--- src/rtl/sequenciador_pwm_pkg.sv ---
// sequenciador_pwm_pkg
// Shared definitions for the PWM width-code sequencer: FSM state
// encodings, width-code constants and the debug state-port width.
// Optional feature macro used by the top: SEQUENCIADOR_DB_EN.
package sequenciador_pwm_pkg;

    localparam int unsigned DB_ESTADO_W = 3;

    typedef logic [1:0] codigo_t;

    localparam codigo_t CODIGO_00 = 2'b00;
    localparam codigo_t CODIGO_01 = 2'b01;
    localparam codigo_t CODIGO_10 = 2'b10;
    localparam codigo_t CODIGO_11 = 2'b11;

    typedef enum logic [DB_ESTADO_W-1:0] {
        INICIAL  = 3'b000,
        SUBINDO  = 3'b001,
        DESCENDO = 3'b010,
        FIM      = 3'b011
    } estado_t;

endpackage

--- src/rtl/sequenciador_pwm_if.sv ---
// sequenciador_pwm_if
// Control/status bundle between the sequencer and its controller.
//   iniciar  : start request
//   parar    : abort request
//   continuo : repeat sweep indefinitely (sampled at sweep end)
//   largura  : width code to the PWM generator
//   ocupado  : high while sweeping
//   fim      : one-cycle pulse at sequence end or abort
// master = controller side, slave = sequencer side.
interface sequenciador_pwm_if;
    import sequenciador_pwm_pkg::*;

    logic    iniciar;
    logic    parar;
    logic    continuo;
    codigo_t largura;
    logic    ocupado;
    logic    fim;

    modport master (
        output iniciar,
        output parar,
        output continuo,
        input  largura,
        input  ocupado,
        input  fim
    );

    modport slave (
        input  iniciar,
        input  parar,
        input  continuo,
        output largura,
        output ocupado,
        output fim
    );

endinterface

--- src/rtl/sequenciador_pwm_contador_m.sv ---
// contador_m
// Modulo-M up counter, 32 bits wide.
//   clock    : system clock, rising edge
//   reset    : synchronous, active-low
//   habilita : count enable
//   limpa    : synchronous clear (priority over habilita)
//   fim      : high while enabled and at M-1, i.e. on the wrap cycle
// With M=1 the value stays at 0 and fim follows habilita.
module contador_m #(
    parameter int unsigned M = 2
) (
    input  logic clock,
    input  logic reset,
    input  logic habilita,
    input  logic limpa,
    output logic fim
);
    import sequenciador_pwm_pkg::*;

    localparam logic [31:0] MAXIMO = 32'(M - 1);

    logic [31:0] valor;

    always_ff @(posedge clock) begin
        if (!reset) begin
            valor <= '0;
        end else if (limpa) begin
            valor <= '0;
        end else if (habilita) begin
            if (valor == MAXIMO) begin
                valor <= '0;
            end else begin
                valor <= valor + 32'd1;
            end
        end
    end

    assign fim = habilita && (valor == MAXIMO);

endmodule

--- src/rtl/sequenciador_pwm.sv ---
// sequenciador_pwm
// Drives the PWM generator's width code through the sweep
// 00->01->10->11->10->01->00, each code held for periodos_por_passo
// PWM periods of conf_periodo clocks. Single-shot or continuous,
// abortable, with a one-cycle fim pulse at the end.
//   clock : system clock, rising edge
//   reset : synchronous, active-low
//   bus   : sequenciador_pwm_if.slave (iniciar, parar, continuo in;
//           largura, ocupado, fim out, all registered)
// Optional (SEQUENCIADOR_DB_EN defined):
//   db_estado : current FSM state (3 bits)
//   db_passo  : current sweep position (2 bits)
module sequenciador_pwm
    import sequenciador_pwm_pkg::*;
#(
    parameter int unsigned conf_periodo       = 1250,
    parameter int unsigned periodos_por_passo = 4000
) (
    input  logic                   clock,
    input  logic                   reset,
    sequenciador_pwm_if.slave      bus
`ifdef SEQUENCIADOR_DB_EN
    ,
    output logic [DB_ESTADO_W-1:0] db_estado,
    output logic [1:0]             db_passo
`endif
);

    estado_t estado, estado_prox;
    codigo_t posicao, posicao_prox;
    codigo_t largura_prox;
    logic    ocupado_prox;
    logic    fim_prox;

    logic    ativo;
    logic    contagem_fim;
    logic    fim_passo;

    assign ativo = (estado == SUBINDO) || (estado == DESCENDO);

    // Counters run only while sweeping; an abort or any other state clears
    // them, so a fresh start always begins from a full step.
    contador_m #(
        .M (conf_periodo)
    ) u_contagem (
        .clock    (clock),
        .reset    (reset),
        .habilita (ativo && !bus.parar),
        .limpa    (!ativo || bus.parar),
        .fim      (contagem_fim)
    );

    // fim of the step counter is qualified by its enable, so it is the
    // end-of-step event itself.
    contador_m #(
        .M (periodos_por_passo)
    ) u_passo (
        .clock    (clock),
        .reset    (reset),
        .habilita (ativo && !bus.parar && contagem_fim),
        .limpa    (!ativo || bus.parar),
        .fim      (fim_passo)
    );

    always_comb begin
        estado_prox  = estado;
        posicao_prox = posicao;

        case (estado)
            INICIAL: begin
                if (bus.iniciar && !bus.parar) begin
                    estado_prox  = SUBINDO;
                    posicao_prox = CODIGO_00;
                end
            end
            SUBINDO: begin
                if (bus.parar) begin
                    estado_prox = FIM;
                end else if (fim_passo) begin
                    if (posicao == CODIGO_11) begin
                        estado_prox  = DESCENDO;
                        posicao_prox = CODIGO_10;
                    end else begin
                        posicao_prox = posicao + 2'd1;
                    end
                end
            end
            DESCENDO: begin
                if (bus.parar) begin
                    estado_prox = FIM;
                end else if (fim_passo) begin
                    if (posicao != CODIGO_00) begin
                        posicao_prox = posicao - 2'd1;
                    end else if (bus.continuo) begin
                        estado_prox  = SUBINDO;
                        posicao_prox = CODIGO_01;
                    end else begin
                        estado_prox = FIM;
                    end
                end
            end
            FIM: begin
                estado_prox = INICIAL;
            end
            default: begin
                estado_prox = INICIAL;
            end
        endcase

        // Outputs are decoded from the next state so they register in step
        // with the state itself.
        ocupado_prox = (estado_prox == SUBINDO) || (estado_prox == DESCENDO);
        largura_prox = ocupado_prox ? posicao_prox : CODIGO_00;
        fim_prox     = (estado_prox == FIM);
    end

    always_ff @(posedge clock) begin
        if (!reset) begin
            estado      <= INICIAL;
            posicao     <= CODIGO_00;
            bus.largura <= CODIGO_00;
            bus.ocupado <= 1'b0;
            bus.fim     <= 1'b0;
        end else begin
            estado      <= estado_prox;
            posicao     <= posicao_prox;
            bus.largura <= largura_prox;
            bus.ocupado <= ocupado_prox;
            bus.fim     <= fim_prox;
        end
    end

`ifdef SEQUENCIADOR_DB_EN
    assign db_estado = estado;
    assign db_passo  = posicao;
`endif

endmodule

--- src/flat_wrapper.sv ---
// flat-port wrapper written by rule: the top's interface ports become plain ports
module sequenciador_pwm_flat import sequenciador_pwm_pkg::*;
#(
    parameter int unsigned conf_periodo       = 1250,
    parameter int unsigned periodos_por_passo = 4000
)
  (clock, reset, bus_iniciar, bus_parar, bus_continuo, bus_largura, bus_ocupado, bus_fim);
  sequenciador_pwm_if bus_i ();
  input  logic clock;
  input  logic reset;
  input wire logic [$bits(bus_i.iniciar)-1:0] bus_iniciar;
  input wire logic [$bits(bus_i.parar)-1:0] bus_parar;
  input wire logic [$bits(bus_i.continuo)-1:0] bus_continuo;
  output wire logic [$bits(bus_i.largura)-1:0] bus_largura;
  output wire logic [$bits(bus_i.ocupado)-1:0] bus_ocupado;
  output wire logic [$bits(bus_i.fim)-1:0] bus_fim;
  assign bus_i.iniciar = bus_iniciar;
  assign bus_i.parar = bus_parar;
  assign bus_i.continuo = bus_continuo;
  assign bus_largura = bus_i.largura;
  assign bus_ocupado = bus_i.ocupado;
  assign bus_fim = bus_i.fim;
  sequenciador_pwm #(.conf_periodo(conf_periodo), .periodos_por_passo(periodos_por_passo)) u_core (.clock(clock), .reset(reset), .bus(bus_i));
endmodule
--- config.mk ---
export PLATFORM = sky130hd
export DESIGN_NAME = sequenciador_pwm_flat
export DESIGN_NICKNAME = d
export VERILOG_FILES = /design/src/rtl/sequenciador_pwm_pkg.sv /design/src/rtl/sequenciador_pwm_if.sv /design/src/rtl/sequenciador_pwm_contador_m.sv /design/src/rtl/sequenciador_pwm.sv /design/src/flat_wrapper.sv
export SDC_FILE = /design/constraint.sdc
export NUM_CORES = 1
export LEC_CHECK = 0
export ABC_AREA = 1
export BUFFER_PORTS_ARGS = -buffer_cell sky130_fd_sc_hd__buf_2
export CORE_MARGIN = 2
export CORE_UTILIZATION = 50
export DETAILED_ROUTE_END_ITERATION = 12
export PLACE_DENSITY = 0.68
export RECOVER_POWER = 25
export SYNTH_ARGS = -nofsm -noshare
export SYNTH_HDL_FRONTEND = slang
export SYNTH_HIERARCHICAL = 1
export SYNTH_SLANG_ARGS = --single-unit
--- constraint.sdc ---
create_clock -name clock -period 5.85 [get_ports clock]
set_clock_uncertainty 0.1 [all_clocks]
set_input_delay 0.8775 -clock clock [delete_from_list [all_inputs] [get_ports clock]]
set_output_delay 0.8775 -clock clock [all_outputs]
set_load 0.02 [all_outputs]
### Word-level counts from Yosys, hierarchy flattened

Index checks and enable logic that the tools add are counted.

* word-level logic and storage cells: 54
* flip-flop bits (word level): 73
* output and inout bits: 4
* bits of input ports: 5

* bitwise operators: 1
* mux-type cells: 20
* add/subtract/negate cells: 4
* equality and inequality tests: 8
* reductions and logical operators: 14

Operators by type and width (number)
* 32-bit by 1-bit adder with 32-bit output (second input constant): 2
* 32-bit 2-to-1 mux: 2
* 32-bit by 11-bit == test with 1-bit output (second input constant): 1
* 32-bit by 12-bit == test with 1-bit output (second input constant): 1
* 3-bit 2-to-1 mux: 7
* 2-bit 2-to-1 mux: 9
* 3-bit by 2-bit == test with 1-bit output (second input constant): 3
* 3-bit case mux with 3 select lines: 1
* 3-bit by 1-bit == test with 1-bit output (second input constant): 2
* 2-bit case mux with 3 select lines: 1
* 1-bit logical AND: 5
* 3-bit zero test: 1
* 1-bit logical OR: 3
* 2-bit by 1-bit adder with 2-bit output (second input constant): 1
* 2-bit == test (second input constant): 1
* 1-bit zero test: 2
* 2-bit AND reduction: 1
* 2-bit nonzero test: 1
* 2-bit OR reduction: 1
* 2-bit by 1-bit subtractor with 2-bit output (second input constant): 1
* 1-bit inverter: 1

### Depth between registers and ports, before layout

* depth in word-level cells: 12
* depth in mapped cells: 30
* mapped depth without buffers: 27

### Modules after synthesis

The synthesis kept the hierarchy.

By module, submodules not included
* contador_m at u_core.u_contagem: seq. area each 640.6 um^2, area an instance 1985.7 um^2, instances 1, cells an instance 331
* contador_m at u_core.u_passo: seq. area each 640.6 um^2, area an instance 1910.6 um^2, instances 1, cells an instance 301
* sequenciador_pwm: seq. area each 180.2 um^2, area an instance 462.9 um^2, instances 1, cells an instance 73

### Worst setup path before layout

No wires, ideal clock.

* path kind: input to register
* from: in bus_parar
* to: reg u_core.bus.largura[1]
* stages on the path: 25
* buffers on the path: 3
* library setup time: 0.118 ns
* path slack: 2.520 ns
* data required time: 5.632 ns
* data arrival time: 3.112 ns
* cells stage by stage: nor2_1 -> buf_4 -> inv_4 -> nor2_2 -> nand2_1 -> nor2_2 -> nand2_2 -> nor2_4 -> inv_1 -> nor2_1 -> buf_4 -> nand2_1 -> nor2_1 -> nand2_1 -> nor2_1 -> nand2_2 -> buf_6 -> inv_1 -> nand3_1 -> o21bai_1 -> nand2_1 -> nand2_1 -> nand2_1 -> nand2_2 -> nor2_1

* cells in the longest elaborated chain, start to end: 11
* elaborated cells on any way between the ends: 22
* classes of those cells: 2 x eq/ne; 12 x mux; 8 x reduce/logical

Ends and longest elaborated chain
* start, declared: RTL line flat_wrapper.sv:12 `input wire logic [$bits(bus_i.parar)-1:0] bus_parar;`
* 1-bit zero test *: RTL line sequenciador_pwm.sv:48 `.habilita (ativo && !bus.parar),`
* 1-bit logical AND *: RTL line sequenciador_pwm.sv:48
* 1-bit logical AND *: RTL line sequenciador_pwm_contador_m.sv:38 `assign fim = habilita && (valor == MAXIMO);`
* net u_core.contagem_fim: RTL line sequenciador_pwm.sv:36 `logic contagem_fim;`
* 1-bit logical AND *: RTL line sequenciador_pwm.sv:60 `.habilita (ativo && !bus.parar && contagem_fim),`
* 1-bit logical AND *: RTL line sequenciador_pwm_contador_m.sv:38
* net u_core.fim_passo: RTL line sequenciador_pwm.sv:37 `logic fim_passo;`
* 3-bit 2-to-1 mux (on tied branches): RTL line sequenciador_pwm.sv:91, sequenciador_pwm.sv:79
* 3-bit 2-to-1 mux (on tied branches): RTL line sequenciador_pwm.sv:89, sequenciador_pwm.sv:77
* 3-bit case mux with 3 select lines: RTL line sequenciador_pwm.sv:69 `case (estado)`
* 3-bit by 1-bit == test with 1-bit output / 3-bit by 2-bit == test with 1-bit output (equally long branches): RTL line sequenciador_pwm.sv:112 `ocupado_prox = (estado_prox == SUBINDO) || (estado_prox == DESCENDO);`
* 1-bit logical OR: RTL line sequenciador_pwm.sv:112
* 2-bit AND reduction (no source line)
* end signal, assigned: RTL line sequenciador_pwm.sv:127 `bus.largura <= largura_prox;`
* end, declared: RTL line sequenciador_pwm_if.sv:33 `output largura,`

The timed path passes the listed nets; every way through them passes the cells marked *.
A chain may end at the register's enable or synchronous reset.

### Final worst setup path

* from: reg u_core.estado[1]
* to: reg u_core.bus.largura[1]

* cells in the longest elaborated chain, start to end: 12
* elaborated cells on any way between the ends: 25
* classes of those cells: 4 x eq/ne; 13 x mux; 8 x reduce/logical

Ends and longest elaborated chain
* start, declared: RTL line sequenciador_pwm.sv:29 `estado_t estado, estado_prox;`
* start signal, assigned: RTL line sequenciador_pwm.sv:125 `estado <= estado_prox;`
* 3-bit by 1-bit == test with 1-bit output / 3-bit by 2-bit == test with 1-bit output (equally long branches): RTL line sequenciador_pwm.sv:39 `assign ativo = (estado == SUBINDO) || (estado == DESCENDO);`
* 1-bit logical OR *: RTL line sequenciador_pwm.sv:39
* 1-bit logical AND *: RTL line sequenciador_pwm.sv:48
* 1-bit logical AND *: RTL line sequenciador_pwm_contador_m.sv:38
* net u_core.contagem_fim: RTL line sequenciador_pwm.sv:36
* 1-bit logical AND *: RTL line sequenciador_pwm.sv:60
* 1-bit logical AND *: RTL line sequenciador_pwm_contador_m.sv:38
* net u_core.fim_passo: RTL line sequenciador_pwm.sv:37
* 3-bit 2-to-1 mux (on tied branches): RTL line sequenciador_pwm.sv:91, sequenciador_pwm.sv:79
* 3-bit 2-to-1 mux (on tied branches): RTL line sequenciador_pwm.sv:89, sequenciador_pwm.sv:77
* 3-bit case mux with 3 select lines: RTL line sequenciador_pwm.sv:69
* 3-bit by 1-bit == test with 1-bit output / 3-bit by 2-bit == test with 1-bit output (equally long branches): RTL line sequenciador_pwm.sv:112
* 1-bit logical OR: RTL line sequenciador_pwm.sv:112
* 2-bit AND reduction (no source line)

Marked as above.

==> flow_metrics.py <==
metrics = {
    "clock_tree": {
        "clk_pin_slew_ns": 0.08,
        "cts_tree": "done",
        "cts_setup_buffers": 0,
        "cts-root-buf": "clkbuf_8",
        "hold_buffers": 0,
        "clock_path_buffers": 2,
        "clock_latency_ns": 0.35,
        "cts.repair.resized": 0,
        "cts_buffers": 9,
        "htreeDepth": 3,
        "cts_sinks": 73,
    },
    "cells_and_area": {
        "nets": 725,
        "layout-drive-gt1-share_pct": 8.310,
        "final_cells": 830,
        "diodes": 0,
        "final_cell_area_um2": 4671,
        "area_delta_synth_final_pct": 7.147,
        "seq_area_um2": 1461,
        "fillers": 888,
        "multiInputGateArea_um2": 2496,
    },
    "placement": {
        "numPortBuffers": 8,
        "place_ws_ns": 1.487,
        "dp_hpwl_um": 7708,
        "dpl-instance-area_um2": 4484,
        "dpl.cell_count": 814,
        "place.gp.congestion": 0.9076,
    },
    "run_status": {
        "status": "completed",
    },
    "yosys": {
        "synth_warnings": 6,
        "synth_fp_nets": 713,
        "yosys_register_bits": 73,
        "yosys.area.top_type": "dfxtp_1",
        "yosysMostFrequentCell": "nor2_1",
        "synthArstFlopShare_pct": 0,
        "synth_common_cells": "nor2_1, nand2_1, inv_1",
        "synth.area.top_cells": "dfxtp_1, nor2_1, nand2_1, inv_1, nand3_1",
        "synth_cell_types": 33,
        "synth_top_area_share_pct": 33.52,
        "ys.flop_type": "dfxtp_1",
        "synth.cell_area_um2": 4359,
        "synth-edff-count": 0,
        "ys_seq_area_share_pct": 33.52,
        "synthCells": 705,
        "syn_avg_cell_area_um2": 6.183,
    },
    "worst_setup_path": {
        "required_ns": 6.00,
        "cp-end-kind": "flop",
        "cp-start-kind": "flop",
        "critPathKind": "flop to flop",
        "reg2reg_slack_ns": 1.33,
        "worst-r2r-cell-count": 26,
        "cp_data_arrival_time_ns": 4.67,
        "r2r-end": "u_core/bus.largura[1]$_SDFF_PN0_",
        "cp_max_fo": 13,
        "rr_startpoint": "u_core/estado[1]$_SDFF_PN0_",
    },
    "grt": {
        "grt_pass1_wl_um": 17170,
        "antenna_found_initial": 0,
        "grt_max_degree": 16,
        "grt_usage_pct": 21.90,
        "grt_pass1_vias": 3850,
        "grt_overflow": 0,
    },
    "pwr": {
        "power.internal_uw": 741.6,
        "p_sw_share_pct": 22.06,
        "p_leak_uw": 0.001693,
        "pwr-share-clk_pct": 46.2,
        "power_uw": 951.5,
        "power_frac_seq_pct": 52.4,
        "p_switching_uw": 209.9,
        "share_comb_of_total_power_pct": 1.4,
        "p_per_area_nw_per_um2": 203.7,
        "ir_worst_vdd_mv": 0.1189,
    },
    "die": {
        "die_width_um": 97.37,
        "die_y_um": 97.37,
        "dieArea_um2": 9481,
        "coreArea_um2": 8593,
        "core.rowCount": 34,
        "start_util_pct": 50.73,
        "io_pins": 9,
    },
    "detailed_routing": {
        "first_pass_iters": 5,
        "vias": 4180,
        "ant_nets": 0,
        "viasPerCell": 5.036,
        "drc": 0,
        "drt-wirelength-per-cell_um": 12.15,
        "drt_first_iter_violations": 201,
        "routed_wl_um": 10090,
    },
    "sta": {
        "fin_crit_sh_pct": 77.28,
        "rsz0062_at_grt": "no",
        "finalSetupTns_ns": 0,
        "fmax_ghz": 0.2212,
        "hold_violations": 0,
        "finalCriticalPeriod_ns": 4.521,
        "slew_viol_final": 0,
        "slew_headroom_pct": 38.14,
        "layout_setup_ws_ns": 1.329,
        "setup_viol": 0,
        "tightest_slew_ns": 0.9182,
    },
    "hold_path": {
        "hold_path_startpoint": "u_core/u_passo/valor[0]$_SDFFE_PP0P_",
        "hp-class": "flop to flop",
        "hold_depth": 2,
        "hold_end": "u_core/u_passo/valor[0]$_SDFFE_PP0P_",
    },
    "job": {
        "max_cap_viol_count": 0,
    },
}
cell type report:
cell class              instances  area share [%]
clock buffers                   9           2.652
clock inverters                 7           2.036
inverters                      86           6.938
multi-input cells             539           53.44
flip-flops and latches         73           31.29
well taps                     108           2.893
repair buffers                  8          0.7501
state kept, by name (all words and copies together), names as in the netlist:
register,flops
u_core/bus.largura,2
u_core/u_passo/valor,32
u_core/bus.ocupado,1
u_core/posicao,2
u_core/bus.fim,1
u_core/estado,3
u_core/u_contagem/valor,32
kinds of logic (layout without fill, tap and decap cells):
group | Yosys count | count (layout) | synth area share, %
simple gates | 484 | 484 | 48.51
buf+inv | 93 | 110 | 8.611
flops | 73 | 73 | 33.52
compound gates | 25 | 25 | 3.157
xor+xnor | 25 | 25 | 5.023
fa+ha+maj | 3 | 3 | 0.8612
other cells | 1 | 1 | 0.08603
mux | 1 | 1 | 0.2296
worst max-delay path by stage:
stage                                start                               end  slack [ns]  cells after the start
6_report       u_core/estado[1]$_SDFF_PN0_  u_core/bus.largura[1]$_SDFF_PN0_        1.33                     26
5_1_grt        u_core/estado[1]$_SDFF_PN0_  u_core/bus.largura[1]$_SDFF_PN0_        0.68                     26
4_1_cts        u_core/estado[1]$_SDFF_PN0_  u_core/bus.largura[1]$_SDFF_PN0_        1.74                     26
3_5_place_dp                     bus_parar  u_core/bus.largura[1]$_SDFF_PN0_        1.49                     23
3_3_place_gp                     bus_parar  u_core/bus.largura[1]$_SDFF_PN0_        1.65                     23
2_1_floorplan                    bus_parar  u_core/bus.largura[1]$_SDFF_PN0_        2.52                     25
stage by stage:
stage	hold slack [ns]	utilization, %
3_3_place_gp	0.3870	52.18
5_1_grt	0.4420	54.35
3_5_place_dp	0.3920	52.18
2_1_floorplan	0.3691	-
6_report	0.4072	54.35
4_1_cts	0.4045	54.73
worst max-delay path, cell delays in order, from the launching register on:
cell and delay [ns]:
dfxtp_1 0.36, nor2_1 0.17, nand2_1 0.17, nand2_1 0.14, inv_1 0.08, nor2_1 0.54
clkinvlp_2 0.38, nor2_2 0.13, nand2_1 0.05, nor2_1 0.11, nand2_2 0.09, nor2_4 0.14
inv_1 0.05, nor2_1 0.41, nand2_1 0.10, nor2_1 0.11, nand2_1 0.06, nor2_1 0.12
nand2_2 0.21, inv_1 0.23, nand3_1 0.13, o21bai_1 0.17, nand2_1 0.11, nand2_1 0.07
nand2_1 0.07, nand2_2 0.08, nor2_1 0.04
metal layers:
layer  track usage (%)  part of all wire (%)  wire length [µm]  vias to the layer above
met5                 0                     0                 0                        -
met4             6.197                   1.4               146                        0
met3             3.237                   4.9               495                       14
met2             38.83                    48              4851                       89
met1             27.64                    46              4591                     1878
li1                  -                     -                 -                     2199
power by group through the flow:
stage | logic, µW | clock network (µW) | registers, µW
after floorplan | 9.20 | 0 | 510
after global placement | 13.5 | 0 | 510
after detailed placement | 13.9 | 0 | 510
after CTS | 14.0 | 449 | 498
after global routing | 15.2 | 467 | 498
final | 13.4 | 440 | 498
cell usage in the layout, fill, tap and decap left out, drive strengths merged:
cell / instances
nand3b: 3
nor3: 5
dfxtp: 73
a31oi: 1
clkinvlp: 2
ha: 3
clkinv: 5
nor2: 212
conb: 1
o22ai: 2
clkbuf: 13
o21ai: 5
nand4: 12
xnor2: 11
nand3: 56
mux2i: 1
o21bai: 2
bufinv: 2
inv: 84
xor2: 14
buf: 4
nor3b: 2
nand2: 193
a21oi: 15
and3: 1
No activity file was read; power rests on OpenSTA's default activity.
